`src/rtl/aura_pkg.sv`:
```
// Shared attention-datapath constants and element/score types.
package aura_pkg;

  localparam int unsigned DATA_W   = 8;
  localparam int unsigned LANES    = 4;
  localparam int unsigned CHUNKS   = 16;
  localparam int unsigned HEAD_DIM = LANES * CHUNKS;
  // Wide enough that HEAD_DIM worst-case products can never overflow.
  localparam int unsigned ACC_W    = 2 * DATA_W + $clog2(HEAD_DIM);

  typedef logic signed [DATA_W-1:0] elem_t;
  typedef logic signed [ACC_W-1:0]  score_t;

endpackage

```
`src/rtl/vec_dot.sv`:
```
// Combinational LANES-wide signed multiply and adder tree for one Q/K beat.
module vec_dot #(
  parameter int unsigned LANES  = aura_pkg::LANES,
  parameter int unsigned DATA_W = aura_pkg::DATA_W,
  parameter int unsigned ACC_W  = aura_pkg::ACC_W
) (
  input  logic [LANES*DATA_W-1:0] q_i,
  input  logic [LANES*DATA_W-1:0] k_i,
  output logic [ACC_W-1:0]        beat_sum_o
);

  import aura_pkg::*;

  logic signed [2*DATA_W-1:0] prod [LANES];
  logic signed [ACC_W-1:0]    sum;

  // Full-precision lane products, sign-extended into the accumulator width.
  always_comb begin
    sum = '0;
    for (int i = 0; i < int'(LANES); i++) begin
      prod[i] = $signed(q_i[i*DATA_W +: DATA_W]) * $signed(k_i[i*DATA_W +: DATA_W]);
      sum     = sum + ACC_W'(prod[i]);
    end
  end

  assign beat_sum_o = sum;

endmodule

```
`src/rtl/qk_dot_stage.sv`:
```
// Accumulates CHUNKS beats of Q.K lane products into one score and holds it
// until the downstream handshake register takes it.
module qk_dot_stage #(
  parameter int unsigned LANES  = aura_pkg::LANES,
  parameter int unsigned CHUNKS = aura_pkg::CHUNKS,
  parameter int unsigned DATA_W = aura_pkg::DATA_W,
  parameter int unsigned ACC_W  = 2 * DATA_W + $clog2(LANES * CHUNKS)
) (
  input  logic                    clk,
  input  logic                    rst,
  input  logic                    vld_in,
  output logic                    rdy_out,
  input  logic [LANES*DATA_W-1:0] q_in,
  input  logic [LANES*DATA_W-1:0] k_in,
  output logic                    vld_out,
  input  logic                    rdy_in,
  output logic [ACC_W-1:0]        score_out,
  output logic [15:0]             row_cnt
);

  import aura_pkg::*;

  localparam int unsigned CntW      = $clog2(CHUNKS);
  localparam logic [CntW-1:0] LastChunk = CntW'(CHUNKS - 1);

  localparam logic [0:0] StAccum = 1'b0;
  localparam logic [0:0] StHold  = 1'b1;

  logic [0:0]      state_q, state_d;
  logic [ACC_W-1:0] acc_q, acc_d;
  logic [CntW-1:0] chunk_q, chunk_d;
  logic [ACC_W-1:0] score_q, score_d;
  logic [15:0]     row_cnt_q, row_cnt_d;
  logic [ACC_W-1:0] beat_sum;
  logic            accept;
  logic            deliver;

  vec_dot #(
    .LANES  (LANES),
    .DATA_W (DATA_W),
    .ACC_W  (ACC_W)
  ) u_vec_dot (
    .q_i        (q_in),
    .k_i        (k_in),
    .beat_sum_o (beat_sum)
  );

  // Ready depends only on state and downstream ready, never on vld_in.
  always_comb begin
    rdy_out = (state_q == StAccum) ? 1'b1 : rdy_in;
    vld_out = (state_q == StHold);
    accept  = vld_in & rdy_out;
    deliver = vld_out & rdy_in;
  end

  // Next-state: accumulate beats, close the row on the last chunk, release on delivery.
  always_comb begin
    state_d   = state_q;
    acc_d     = acc_q;
    chunk_d   = chunk_q;
    score_d   = score_q;
    row_cnt_d = row_cnt_q;
    if (deliver) begin
      state_d   = StAccum;
      row_cnt_d = row_cnt_q + 16'd1;
    end
    // In HOLD acc and chunk are zero, so an overlapping beat starts the next row.
    if (accept) begin
      if (chunk_q == LastChunk) begin
        score_d = acc_q + beat_sum;
        acc_d   = '0;
        chunk_d = '0;
        state_d = StHold;
      end else begin
        acc_d   = acc_q + beat_sum;
        chunk_d = chunk_q + CntW'(1);
      end
    end
  end

  // State registers with synchronous active-high reset.
  always_ff @(posedge clk) begin
    if (rst) begin
      state_q   <= StAccum;
      acc_q     <= '0;
      chunk_q   <= '0;
      score_q   <= '0;
      row_cnt_q <= '0;
    end else begin
      state_q   <= state_d;
      acc_q     <= acc_d;
      chunk_q   <= chunk_d;
      score_q   <= score_d;
      row_cnt_q <= row_cnt_d;
    end
  end

  assign score_out = score_q;
  assign row_cnt   = row_cnt_q;

endmodule

```
`config.mk`:
```
export PLATFORM = sky130hd
export DESIGN_NAME = qk_dot_stage
export DESIGN_NICKNAME = d
export VERILOG_FILES = /design/src/rtl/aura_pkg.sv /design/src/rtl/vec_dot.sv /design/src/rtl/qk_dot_stage.sv
export SDC_FILE = /design/constraint.sdc
export NUM_CORES = 1
export LEC_CHECK = 0
export CORE_AREA = 2 2 193 195
export CTS_CLUSTER_SIZE = 20
export DETAILED_ROUTE_END_ITERATION = 6
export DIE_AREA = 0 0 195 197
export PLACE_DENSITY = 0.69
export SLEW_MARGIN = 20
export SYNTH_ARGS = -nofsm -noshare
export SYNTH_HDL_FRONTEND = slang
export SYNTH_SLANG_ARGS = --single-unit
```
`constraint.sdc`:
```
create_clock -name clk -period 17.73 [get_ports clk]
set_input_delay 2.6595 -clock clk [delete_from_list [all_inputs] [get_ports clk]]
set_output_delay 2.6595 -clock clk [all_outputs]
set_load 0.03 [all_outputs]
```
* Yosys cells after proc, flatten, opt, wreduce, memory -nomap -nowiden
Index checks and enable logic that the tools add are counted.
Operators by class: $add $sub $neg 6, multipliers 4, divide/modulo/power cells 0, order comparisons 0, equality and inequality tests 1, shift operators 0, mux-type cells 6, bitwise operators 2, reduce and logical (&&, ||, !) cells 1
Operators with widths (count):
- 8-bit by 8-bit multiplier with 16-bit output | 4
- 22-bit by 16-bit adder with 22-bit output | 1
- 22-bit adder | 1
- 22-bit 2-to-1 mux | 1
- 17-bit by 16-bit adder with 18-bit output | 1
- 16-bit by 16-bit adder with 17-bit output | 1
- 16-bit by 1-bit adder with 16-bit output, second input constant | 1
- 4-bit by 1-bit adder with 4-bit output, second input constant | 1
- 4-bit == test, second input constant | 1
- 1-bit 2-to-1 mux | 4
- 4-bit 2-to-1 mux | 1
- 1-bit bitwise AND | 2
- 2-bit AND reduction | 1
Storage, ports and cells: register bits 65, bits in latches 0, bits in writable memories 0, memory bits (read-only) 0, bits of input ports 68, word-level logic and storage cells 25, memories kept 0

* Logic depth before layout (Yosys ltp)
depth in word-level cells 6, mapped depth 37, gate-level depth less buffers 36

* Hierarchy
A second synthesis with hierarchy kept.
Unflattened totals: cell total of the unflattened synthesis 1561, area total of the unflattened synthesis 14724.1 µm²
By module, submodules not included:
- vec_dot | times used 1, cells an instance 1134, area each 11129.4 µm², sequential area each 0.0 µm²
- qk_dot_stage | times used 1, cells an instance 427, area each 3594.7 µm², sequential area each 1301.2 µm²

* Worst setup path before layout
Ideal clock, no wire load.
path kind in2reg, from in k_in[19], to reg acc_q[19], setup time 0.128 ns, arrival 10.736 ns, setup slack 6.866 ns, stages on the path 35, buffers on the path 1, cells stage by stage clkbuf_1 > nand2_1 > fa_1 > inv_1 > fa_1 > inv_1 > fa_1 > inv_1 > fa_1 > inv_1 > fa_1 > inv_1 > fa_1 > inv_1 > fa_1 > inv_1 > ha_1 > a21o_1 > or4_1 > o21ai_2 > xnor2_2 > ha_1 > inv_1 > fa_1 > fa_1 > inv_1 > ha_1 > a21oi_1 > nand2_1 > a31o_2 > a31oi_1 > a21boi_0 > xnor2_1 > a22oi_1 > nor2_1
Between the ends: cells in the longest elaborated chain, start to end 5
Ends and longest elaborated chain:
- start, declared | line qk_dot_stage.sv:14 | input logic [LANES*DATA_W-1:0] k_in,
- 8-bit by 8-bit multiplier with 16-bit output | line vec_dot.sv:21 | prod[i] = $signed(q_i[i*DATA_W +: DATA_W]) * $signed(k_i[i*DATA_W +: DATA_W]);
- 17-bit by 16-bit adder with 18-bit output | line vec_dot.sv:22 | sum = sum + ACC_W'(prod[i]);
- 22-bit by 16-bit adder with 22-bit output | line vec_dot.sv:22
- 22-bit adder | line qk_dot_stage.sv:75 | acc_d = acc_q + beat_sum;
- 22-bit 2-to-1 mux | line qk_dot_stage.sv:69 | if (chunk_q == LastChunk) begin
- end signal, assigned | line qk_dot_stage.sv:85 | acc_q <= '0;
- end signal, assigned | line qk_dot_stage.sv:91 | acc_q <= acc_d;
- end, declared | line qk_dot_stage.sv:30 | logic [ACC_W-1:0] acc_q, acc_d;
Every way passes these cells. A chain may end at the register's enable or synchronous reset.

* Worst setup path in the final report
from in q_in[3], to reg acc_q[19]
Between the ends: cells in the longest elaborated chain, start to end 6
Ends and longest elaborated chain:
- start, declared | line qk_dot_stage.sv:13 | input logic [LANES*DATA_W-1:0] q_in,
- 8-bit by 8-bit multiplier with 16-bit output | line vec_dot.sv:21
- 16-bit by 16-bit adder with 17-bit output | line vec_dot.sv:22
- 17-bit by 16-bit adder with 18-bit output | line vec_dot.sv:22
- 22-bit by 16-bit adder with 22-bit output | line vec_dot.sv:22
- 22-bit adder | line qk_dot_stage.sv:75
- 22-bit 2-to-1 mux | line qk_dot_stage.sv:69
Every way passes these cells.

==> results.yml <==
drt:
  drc: 0
  wl_per_cell_um: 15.1
  routed_wl_um: 32700
  vias_per_cell: 4.84
  drt_pass1_iterations: 5
  drtIter0Drc: 404
  antenna_left: 0
  vias: 10500
grt:
  grt_pass1_wl_um: 57900
  grt_max_degree: 61
  antenna_found_initial: 1
  grtUsageTotal_pct: 18.7
  gr-total-overflow: 0
  grt_pass1_vias: 12100
sta:
  setup_slack_ns: 5.93
  fmax_mhz: 84.8
  tightest_slew_ns: 1.09
  tns_ns: 0
  relSlewSlack_pct: 27.4
  fin_skew_ns: 0.00469
  min_period_ns: 11.80
  post-route-period-util_pct: 66.5
  finalSetupViolations: 0
  hold_viol_final: 0
  drv_slew: 0
  rsz0062_at_grt: "no"
floorplan:
  num_rows: 70
  io-pin-count: 108
  die_h_um: 197
  start_util_pct: 41.5
  die_area_sq_um: 38400
  die_w_um: 195
  core_sq_um: 36300
logic_synthesis:
  synthTopCellsByArea: "fa_1, ha_1, inv_1"
  synth_top_cell_by_area: "fa_1"
  syn_area_sq_um: 15100
  syn_nets: 2147
  ys_seq_area_share_pct: 8.64
  yosysMostFrequentCell: "inv_1"
  synthFlopType: "dfxtp_1"
  synthDistinctLibCells: 49
  synth_cells: 1600
  ys_warn_count: 0
  synthArstFlopShare_pct: 0
  synth.top_cells.by_count: "inv_1, fa_1, nand2_1"
  avgSynthCellArea_sq_um: 9.41
  ys_ff_latch: 65
  synth.top_cell.area_share_pct: 46.3
  synth-edff-count: 0
cts:
  postCtsSetupBuffers: 0
  cts.sinks: 65
  path_clk_slew_ns: 0.06
  clk_path_buf_depth: 2
  cts_tree: "yes"
  cts_resized: 0
  cts_buffers: 9
  clk-insertion-delay-late_ns: 0.33
  clock-root-buffer: "clkbuf_16"
  cts_hold_buf: 0
  htreeDepth: 3
critical_path:
  r2r-end: "score_out[15]"
  critPathMostFrequentCell: "fa_1"
  critPathCaptureType: "flip-flop"
  cp.arrival_ns: 11.98
  cp.required_ns: 17.91
  setup.worst_path.start: "q_in[3]"
  reg2reg_slack_ns: 12.41
  critical_path.slowest_cell: "clkdlybuf4s50_1"
  path_class: "in -> reg"
  worstSetupEndpoint: "acc_q[19]"
  worstSetupStartpointType: "input port"
  crit-reg2reg-launch: "acc_q[6]"
  crit_path_max_fanout: 8
  slowest_delay_ns: 0.73
  rr_worst_depth: 18
finish:
  design_area_sq_um: 16900
  area_growth_pct: 12.4
  fin_nets: 2241
  drive_above_1_share_pct: 1.29
place:
  portBuffers: 107
  hpwlAfterDp_um: 29000
  dp_worst_setup_slack_ns: 5.62
  postPlaceCellArea_sq_um: 16600
  gp_congestion: 0.876
min_path:
  worstHoldPathCells: 2
  min_path_type: "reg -> reg"
run_status:
  outcome: "finished, final reports clean"
flow_run:
  cap_violations: 0
[per-layer routing]
| layer | wire length, um | global-route usage [%] | vias to the layer above |
|---|---|---|---|
| met5 | 0 | 0 | - |
| met4 | 1140 | 6.19 | 0 |
| met3 | 1040 | 2.10 | 67 |
| met2 | 17200 | 34.3 | 212 |
| met1 | 13400 | 23.0 | 5275 |
| li1 | - | - | 4942 |
[per-stage QoR]
stage	util (%)	hold WS (ns)	cells
finish	46.7	0.451	2168
global route	46.7	0.481	2168
CTS	46.7	0.454	2167
detailed placement	45.8	0.446	2151
global placement	45.8	0.444	2151
floorplan	-	0.425	1600
[cell usage in the layout, fill, tap and decap left out, types with 43 or more instances in the layout]
master	n
a21oi_1	50
clkdlybuf4s50_1	106
ha_1	131
inv_1	411
and2_1	130
nand2_1	161
xnor2_1	43
dfxtp_1	65
nor2_1	64
fa_1	348
[cell type report]
cell class | instances | area, sq um
antenna | 1 | 2.50
fill | 3401 | 19300
inverter | 412 | 1550
sequential | 65 | 1300
tap | 468 | 586
clock buffer | 10 | 239
multi-input combinational | 1099 | 12100
clock inverter | 6 | 65.1
timing repair buffer | 107 | 1070
[cells by family (layout without fill, tap and decap cells)]
| logic type | count (synthesis) | after routing | share of synthesized area [%] |
|---|---|---|---|
| other cells | 0 | 1 | 0 |
| compound gates | 137 | 137 | 5.80 |
| mux | 2 | 2 | 0.133 |
| xor+xnor | 65 | 65 | 3.88 |
| flops | 65 | 65 | 8.64 |
| fa+ha+maj | 479 | 479 | 57.2 |
| simple gates | 416 | 416 | 13.5 |
| buf+inv | 436 | 535 | 10.9 |
[critical path: cells and delay by family]
kind / cells / cell delay [ns]
AO/OA/AOI/OAI: 8 / 1.99
XOR/XNOR: 1 / 0.11
adder cells (fa/ha/maj): 12 / 5.42
buffers and inverters: 5 / 0.95
AND/OR/NAND/NOR: 5 / 0.85
[state kept, by name (all words and copies together) (netlist names)]
| register | count |
|---|---|
| row_cnt | 16 |
| acc_q | 22 |
| score_out | 22 |
| vld_out | 1 |
| chunk_q | 4 |
[worst min path at each step]
stage / to / slack (ns) / startpoint
finish: score_out[2] / 0.45 / score_out[2]
global route: score_out[2] / 0.48 / score_out[2]
CTS: score_out[2] / 0.45 / score_out[2]
detailed placement: score_out[2] / 0.45 / score_out[2]
global placement: score_out[0] / 0.44 / score_out[0]
floorplan: acc_q[20] / 0.43 / acc_q[20]
Power is left out: the tool's default activity adds up to more than one toggle a clock period on the data nets, which glitch-free logic cannot reach.
